### src/rtl/cnu_pkg.sv
// Shared types and constants for the check-node row scheduler.
// Holds the FSM state encoding, the comparator latency and the legal-degree test.
package cnu_pkg;

   typedef enum logic [1:0] {
      IDLE,
      RUN,
      DRAIN,
      DONE
   } state_t;

   localparam int CMP_LAT = 1;

   function automatic bit d_is_legal(input int d);
      return (d == 6) || (d == 7);
   endfunction

endpackage

### src/rtl/cmpx.sv
// Registered min / second-min finder over D packed magnitudes.
// Edge 0 is the most-significant slice; idx[k] marks edge k, and ties go to the lowest k.
module cmpx #(
   parameter int data_w = 9,
   parameter int D      = 7
) (
   input  logic                clk,
   input  logic                rst,
   input  logic                en,
   input  logic [data_w*D-1:0] in_data,
   output logic [data_w-1:0]   min,
   output logic [data_w-1:0]   min2,
   output logic [D-1:0]        idx
);

   logic [data_w-1:0] m1_c;
   logic [data_w-1:0] m2_c;
   logic [data_w-1:0] x;
   logic [D-1:0]      idx_c;

   // Duplicated minima give min2 == min, since an equal value falls into the second slot
   always_comb begin
      m1_c  = in_data[data_w*D-1 -: data_w];
      m2_c  = '1;
      idx_c = '0;
      idx_c[0] = 1'b1;
      x     = '0;
      for (int k = 1; k < D; k++) begin
         x = in_data[data_w*(D-k)-1 -: data_w];
         if (x < m1_c) begin
            m2_c     = m1_c;
            m1_c     = x;
            idx_c    = '0;
            idx_c[k] = 1'b1;
         end else if (x < m2_c) begin
            m2_c = x;
         end
      end
   end

   always_ff @(posedge clk) begin
      if (rst) begin
         min  <= '0;
         min2 <= '0;
         idx  <= '0;
      end else if (en) begin
         min  <= m1_c;
         min2 <= m2_c;
         idx  <= idx_c;
      end
   end

endmodule

### src/rtl/cnu_sched.sv
// Row scheduler: sweeps all check rows for n_iter iterations, one read per cycle,
// and writes each row's min / min2 / index two cycles later through a tagged pipeline.
module cnu_sched
   import cnu_pkg::*;
#(
   parameter int data_w = 9,
   parameter int D      = 7,
   parameter int ROWS   = 64,
   parameter int addr_w = 6,
   parameter int iter_w = 5
) (
   input  logic                clk,
   input  logic                rst,
   input  logic                start,
   input  logic [iter_w-1:0]   n_iter,
   input  logic                abort,
   input  logic                hold,
   output logic                rd_en,
   output logic [addr_w-1:0]   rd_addr,
   input  logic [data_w*D-1:0] rd_data,
   output logic                wr_en,
   output logic [addr_w-1:0]   wr_addr,
   output logic [data_w-1:0]   wr_min,
   output logic [data_w-1:0]   wr_min2,
   output logic [D-1:0]        wr_idx,
   output logic                iter_done,
   output logic [iter_w-1:0]   iter_cnt,
   output logic                busy,
   output logic                done
);

   if (!d_is_legal(D) || (ROWS < 2) || ((2 ** addr_w) < ROWS) || (CMP_LAT != 1)) begin : g_param_check
      $error("cnu_sched: illegal parameterization");
   end

   state_t            state;
   state_t            state_nxt;
   logic [addr_w-1:0] row;
   logic [iter_w-1:0] rd_iter;
   logic [iter_w-1:0] n_iter_q;
   logic              v1;
   logic              v2;
   logic [addr_w-1:0] a1;
   logic [addr_w-1:0] a2;
   logic              cmp_en;
   logic              start_ok;
   logic              last_row;
   logic              last_iter;

   assign start_ok  = (state == IDLE) && start && !abort;
   assign last_row  = (row == addr_w'(ROWS - 1));
   assign last_iter = (rd_iter == (n_iter_q - iter_w'(1)));

   always_ff @(posedge clk) begin
      if (rst) begin
         state <= IDLE;
      end else begin
         state <= state_nxt;
      end
   end

   // DRAIN may leave in the cycle that retires the last write, so done lands one cycle later
   always_comb begin
      state_nxt = state;
      if (abort) begin
         state_nxt = IDLE;
      end else begin
         case (state)
            IDLE:    if (start) state_nxt = (n_iter != '0) ? RUN : DONE;
            RUN:     if (!hold && last_row && last_iter) state_nxt = DRAIN;
            DRAIN:   if (!v1 && !(v2 && hold)) state_nxt = DONE;
            DONE:    state_nxt = IDLE;
            default: state_nxt = IDLE;
         endcase
      end
   end

   always_comb begin
      rd_en     = (state == RUN) && !hold && !abort;
      wr_en     = v2 && !hold && !abort;
      cmp_en    = v1 && !hold;
      iter_done = wr_en && (a2 == addr_w'(ROWS - 1));
      busy      = (state != IDLE);
      done      = (state == DONE);
   end

   assign rd_addr = row;
   assign wr_addr = a2;

   // Read-side row / iteration counters and the write-side iteration index
   always_ff @(posedge clk) begin
      if (rst) begin
         row      <= '0;
         rd_iter  <= '0;
         n_iter_q <= '0;
         iter_cnt <= '0;
      end else if (start_ok) begin
         row      <= '0;
         rd_iter  <= '0;
         n_iter_q <= n_iter;
         iter_cnt <= '0;
      end else begin
         if (rd_en) begin
            if (last_row) begin
               row     <= '0;
               rd_iter <= rd_iter + iter_w'(1);
            end else begin
               row <= row + addr_w'(1);
            end
         end
         if (iter_done) begin
            iter_cnt <= iter_cnt + iter_w'(1);
         end
      end
   end

   // Stage 1 tracks the RAM read in flight, stage 2 the comparator result awaiting write
   always_ff @(posedge clk) begin
      if (rst) begin
         v1 <= 1'b0;
         v2 <= 1'b0;
         a1 <= '0;
         a2 <= '0;
      end else if (abort) begin
         v1 <= 1'b0;
         v2 <= 1'b0;
      end else if (!hold) begin
         v1 <= rd_en;
         a1 <= row;
         v2 <= v1;
         a2 <= a1;
      end
   end

   cmpx #(
      .data_w (data_w),
      .D      (D)
   ) u_cmpx (
      .clk     (clk),
      .rst     (rst),
      .en      (cmp_en),
      .in_data (rd_data),
      .min     (wr_min),
      .min2    (wr_min2),
      .idx     (wr_idx)
   );

endmodule
### config.mk
export PLATFORM = sky130hd
export DESIGN_NAME = cnu_sched
export DESIGN_NICKNAME = d
export VERILOG_FILES = /design/src/rtl/cnu_pkg.sv /design/src/rtl/cmpx.sv /design/src/rtl/cnu_sched.sv
export SDC_FILE = /design/constraint.sdc
export NUM_CORES = 1
export LEC_CHECK = 0
export ABC_AREA = 1
export BUFFER_PORTS_ARGS = -buffer_cell sky130_fd_sc_hd__buf_2
export CORE_ASPECT_RATIO = 2
export CORE_MARGIN = 4
export CORE_UTILIZATION = 62
export CTS_CLUSTER_SIZE = 28
export DETAILED_ROUTE_END_ITERATION = 12
export PLACE_DENSITY = 0.88
export SETUP_SLACK_MARGIN = 0.2
export SLEW_MARGIN = 20
export SYNTH_ARGS = -nofsm -noshare
export SYNTH_HDL_FRONTEND = slang
export SYNTH_SLANG_ARGS = --single-unit
### constraint.sdc
create_clock -name clk -period 17.8 [get_ports clk]
set_clock_uncertainty 0.15 [all_clocks]
set_input_delay 0.89 -clock clk [delete_from_list [all_inputs] [get_ports clk]]
set_output_delay 0.89 -clock clk [all_outputs]
set_load 0.005 [all_outputs]
=== After elaboration in Yosys (flattened, before gate mapping) ===
Cells that the tools add are included.

* Register bits after elaboration: 62
* Input bits: 73
* Output and inout port bits: 47

* Add/subtract/negate cells: 4
* $lt $le $gt $ge: 12
* Equal/unequal tests: 9
* Multiplexer cells: 30
* Bitwise operators: 2
* Reduce and logical (&&, ||, !) cells: 24

{| class="wikitable"
|+ Operators by type and width
! cell !! count
|-
| $mux W9 || 18
|-
| $lt A9 B9 Y1 || 11
|-
| $eq A6 B6 Y1 const B || 2
|-
| $logic_and A1 B1 Y1 || 12
|-
| $mux W6 || 2
|-
| $add A5 B1 Y5 const B || 2
|-
| $mux W2 || 5
|-
| $lt A9 B9 Y1 const B || 1
|-
| $pmux W2 S4 || 1
|-
| $mux W7 || 1
|-
| $add A6 B1 Y6 const B || 1
|-
| $ne A2 B2 Y1 const B || 3
|-
| $eq A5 B5 Y1 || 1
|-
| $mux W5 || 1
|-
| $reduce_bool A5 Y1 || 1
|-
| $sub A5 B1 Y5 const B || 1
|-
| $eq A2 B2 Y1 const B || 2
|-
| $logic_not A1 Y1 || 4
|-
| $mux W4 || 1
|-
| $reduce_and A2 Y1 || 2
|-
| $reduce_or A2 Y1 || 2
|-
| $mux W3 || 1
|-
| $reduce_and A3 Y1 || 1
|-
| $eq A2 B1 Y1 const B || 1
|-
| other kinds (3) || 4
|}

=== Logic depth before layout (Yosys ltp) ===
* Depth in word-level cells: 18
* Gate-level depth with buffers: 76
* Gate-level depth less buffers: 74

=== Hierarchy ===
Synthesis repeated with hierarchy kept, for this count alone.

* Cell total of the unflattened synthesis: 1,070
* Area, all modules: 6,636.4 um2

{| class="wikitable"
|+ By module, submodules not included
! module !! instances !! cells an instance !! area an instance (um2) !! seq. area each (um2)
|-
| cmpx || 1 || 824 || 4,860.9 || 500.5
|-
| cnu_sched || 1 || 246 || 1,775.5 || 740.7
|}

=== Least setup slack after synthesis ===
No wires, ideal clock.

* Path kind: input port to flip-flop
* Start point: in rd_data[62]
* End point: reg u_cmpx.min2[8]
* Setup time: 0.132 ns
* Data arrival time: 9.477 ns
* Slack: 8.041 ns
* Stages: 61
* Path buffers: 9
* Path through: inv_1 -> ha_1 -> nand2_2 -> nor2_4 -> nand3_2 -> nand3_4 -> buf_6 -> clkbuf_1 -> nand2_1 -> o21ai_0 -> inv_1 -> ha_1 -> nand2_1 -> nor4_1 -> o21ai_2 -> nand2_2 -> buf_6 -> clkbuf_1 -> (+25 left out) -> a21oi_1 -> a211oi_1 -> nand2_2 -> clkbuf_1 -> o211ai_1 -> o21ai_1 -> inv_1 -> ha_1 -> a21oi_1 -> nor2_1 -> a211oi_1 -> o221a_2 -> buf_1 -> nand2_4 -> nand2_1 -> nand3_1 -> nand2_1 -> a21oi_1

* Longest elaborated chain between the ends: 17
* Elaborated cells between the ends (all ways): 27
* Classes of those cells: 11 x order compare; 16 x mux

{| class="wikitable"
|+ Ends and longest elaborated chain
! element !! line !! text
|-
| from (decl) || cnu_sched.sv:20 || <nowiki>input logic [data_w*D-1:0] rd_data,</nowiki>
|-
| $lt A9 B9 Y1 || cmpx.sv:30 || <nowiki>if (x < m1_c) begin</nowiki>
|-
| $mux W9 || cmpx.sv:30 ||
|-
| $lt A9 B9 Y1 || cmpx.sv:35 || <nowiki>end else if (x < m2_c) begin</nowiki>
|-
| $mux W9 || cmpx.sv:35 ||
|-
| $mux W9 || cmpx.sv:30 ||
|-
| $lt A9 B9 Y1 || cmpx.sv:35 ||
|-
| $mux W9 || cmpx.sv:35 ||
|-
| $mux W9 || cmpx.sv:30 ||
|-
| $lt A9 B9 Y1 || cmpx.sv:35 ||
|-
| $mux W9 || cmpx.sv:35 ||
|-
| $mux W9 || cmpx.sv:30 ||
|-
| $lt A9 B9 Y1 || cmpx.sv:35 ||
|-
| $mux W9 || cmpx.sv:35 ||
|-
| $mux W9 || cmpx.sv:30 ||
|-
| $lt A9 B9 Y1 || cmpx.sv:35 ||
|-
| $mux W9 || cmpx.sv:35 ||
|-
| $mux W9 * || cmpx.sv:30 ||
|-
| to (signal assigned) || cmpx.sv:48 || <nowiki>min2 <= m2_c;</nowiki>
|-
| to (decl) || cmpx.sv:12 || <nowiki>output logic [data_w-1:0] min2,</nowiki>
|}

Mark *: on every way between the ends. The rest lies on a longest branch, timed or not.
A chain may end at the register's enable or synchronous reset.

=== Worst setup path after layout ===
* Start point: in rd_data[56]
* End point: reg u_cmpx.min2[5]

The elaborated chain is that of the path after synthesis.

==> flow_summary.ini <==
[clocking]
clock-root-buffer = clkbuf_16
clk_pin_slew_ns = 0.06
cts_tree = yes
cts_setup_buffers = 0
ctsHtreeMaxLevel = 3
cts_buffers = 9
cts_resized = 0
clk_path_buf_depth = 2
ctsHoldBuffers = 0
cts.sinks = 62
clk_latency_ns = 0.33

[critical_path]
crit_start = rd_data[56]
crit_type = input port to flop
cp_max_fo = 34
crit_top_cell = nand2_1
required_ns = 17.84
cp-start-kind = input port
crit_slowest_cell = o21ai_0
crit_path_end_kind = flop
max_stage_delay_ns = 0.60
r2r-start = v1
cp.arrival_ns = 12.35

[hold_path]
hp-class = flop to flop
hold_start = v1

[power_and_ir_drop]
p_switching_mw = 0.5052
pwr-share-comb_pct = 66.2
intPower_mw = 0.4755
power_density_mw_per_mm2 = 131.1
ir_drop_uv = 103.7
seqPwrFrac_pct = 14.7
power_leakage_nw = 3.878
clkPwrFrac_pct = 19.1
swShare_pct = 51.52
finalPower_mw = 0.9807

[sta]
period_share_pct = 69.17
slew_headroom_pct = 40.84
setup_slack_ns = 5.487
slew_viol_final = 0
post-route-min-period_ns = 12.31
tightestPinTransition_ns = 0.8853
rsz0062_at_grt = false
whs_ns = 0.3073
tns_ns = 0
fmax_ghz = 0.08121
hold_viol = 0
setup_viol = 0

[drt]
drtAntennaViolNets = 0
drtIter0Drc = 444
wl_mm = 19.78
routedWlPerCell_microns = 15.40
firstDrtPassIters = 5
route.detailed.drc = 0
vias = 7418
via_per_inst = 5.773

[synthesis]
synth_cells = 1043
synth_cell_types = 45
syn_area_sq_mm = 0.006531
synth_fp_nets = 1206
synth.ff_latch_count = 62
synth_edf_count = 0
yosysWarningCount = 0
ys_seq_area_share_pct = 19.00
avgSynthCellArea_sq_um = 6.262
async_flop_share_pct = 0
synth_ff_type = dfxtp_1

[layout]
layout_common_cells = 254 x nand2_1, 140 x inv_1, 119 x buf_2
final_common_cell = nand2_1
final_nets = 1308
fillers = 921
area_growth_pct = 14.56
insertedDiodeCount = 0
layout-drive-gt1-share_pct = 16.00
final_cells = 1285

[floorplanning]
core_area_sq_mm = 0.01021
die-area_sq_mm = 0.01234
boundaryPins = 120
rows = 52
start_util_pct = 63.94
die_w_microns = 80.58
die_h_microns = 153.2

[global_routing]
overflow = 0
grt_pass1_wl_mm = 31.82
grt_max_degree = 36
grt.total_usage_pct = 32.29
grt_antenna_before_repair = 0
first_global_vias = 7223

[place]
place.gp.congestion = 1.039
place_inst = 1269
hpwl_mm = 16.15
portBuffers = 119
place_ws_ns = 5.430

[run_status]
status = complete, no violations

[run]
maxCapViolCount = 0
worst max-delay path: cells and delay by family:
family	cells	cell delay [ns]
compound gates	18	3.66
fa+ha+maj	6	1.88
buf+inv	11	1.95
simple gates	23	3.93
kinds of logic after synthesis:
kind of cell	count (synthesis)	synth area share, %
adders and majority gates	90	17.24
and+or+nand+nor	444	29.79
AOI/OAI and AO/OA	252	21.59
xor gates and xnor gates	7	0.9387
DFF	62	19.00
buffers and inverters	188	11.44
metal layers:
metal	track usage, %	share of wire, %	vias up
li1	-	-	3686
met1	29.37	34	3308
met2	60.13	53	306
met3	4.064	4.7	118
met4	26.67	8.2	0
met5	0	0	-
cells in the mapped netlist, types with 6 or more instances:
cell      instances  area share [%]
nand3_1          60             4.6
nor2_1           66             3.8
nand2_1         254              15
clkbuf_1         24             1.4
nor3_1           18             1.4
ha_1             90              17
a21oi_1          93             7.1
dfxtp_1          62              19
nand4_1          12             1.1
o211ai_1         10             1.1
o21ai_1          10            0.77
a211oi_1         11             1.3
clkinv_1          6            0.34
o21ai_0         103             7.9
inv_1           140             8.0
a31oi_1           6            0.57
nand2_2          12             1.1
inv_2            10            0.57
metrics by stage:
step,utilization (%),instance area [sq um]
2_1_floorplan,-,6531
3_3_place_gp,70.10,7161
3_5_place_dp,70.10,7161
4_1_cts,73.25,7482
5_1_grt,73.25,7482
6_report,73.25,7482
state kept, by name, summed over array words and instances, names as in the netlist:
register     flops
u_cmpx.min2      9
u_cmpx.min       9
u_cmpx.idx       7
a1               6
rd_addr          6
wr_addr          6
iter_cnt         5
n_iter_q         5
rd_iter          5
state            2
v1               1
v2               1
final timing paths:
path	endpoint	cells after the start	slack, ns
worst min-delay path	v1	2	0.31
worst max register to register	u_cmpx.idx[0]	7	15.50
worst max-delay path	u_cmpx.min2[5]	58	5.49
worst min register to register	v1	2	0.31
power groups by stage:
| stage | sequential, mW | combinational [mW] | clock, mW |
|---|---|---|---|
| floorplan | 0.147 | 0.508 | 0 |
| global placement | 0.147 | 0.624 | 0 |
| detailed placement | 0.147 | 0.638 | 0 |
| CTS | 0.144 | 0.641 | 0.189 |
| global route | 0.144 | 0.732 | 0.197 |
| finish | 0.144 | 0.649 | 0.187 |
cell type report:
| cell class | count | area [sq um] | area share [%] |
|---|---|---|---|
| inverter | 158 | 596.8 | 7.977 |
| multi-input combinational | 793 | 4543 | 60.72 |
| tap | 135 | 168.9 | 2.258 |
| clock inverter | 7 | 96.34 | 1.288 |
| timing repair buffer | 121 | 610.6 | 8.161 |
| sequential | 62 | 1241 | 16.59 |
| clock buffer | 9 | 225.2 | 3.010 |
No activity file was read; power rests on OpenSTA's default activity.
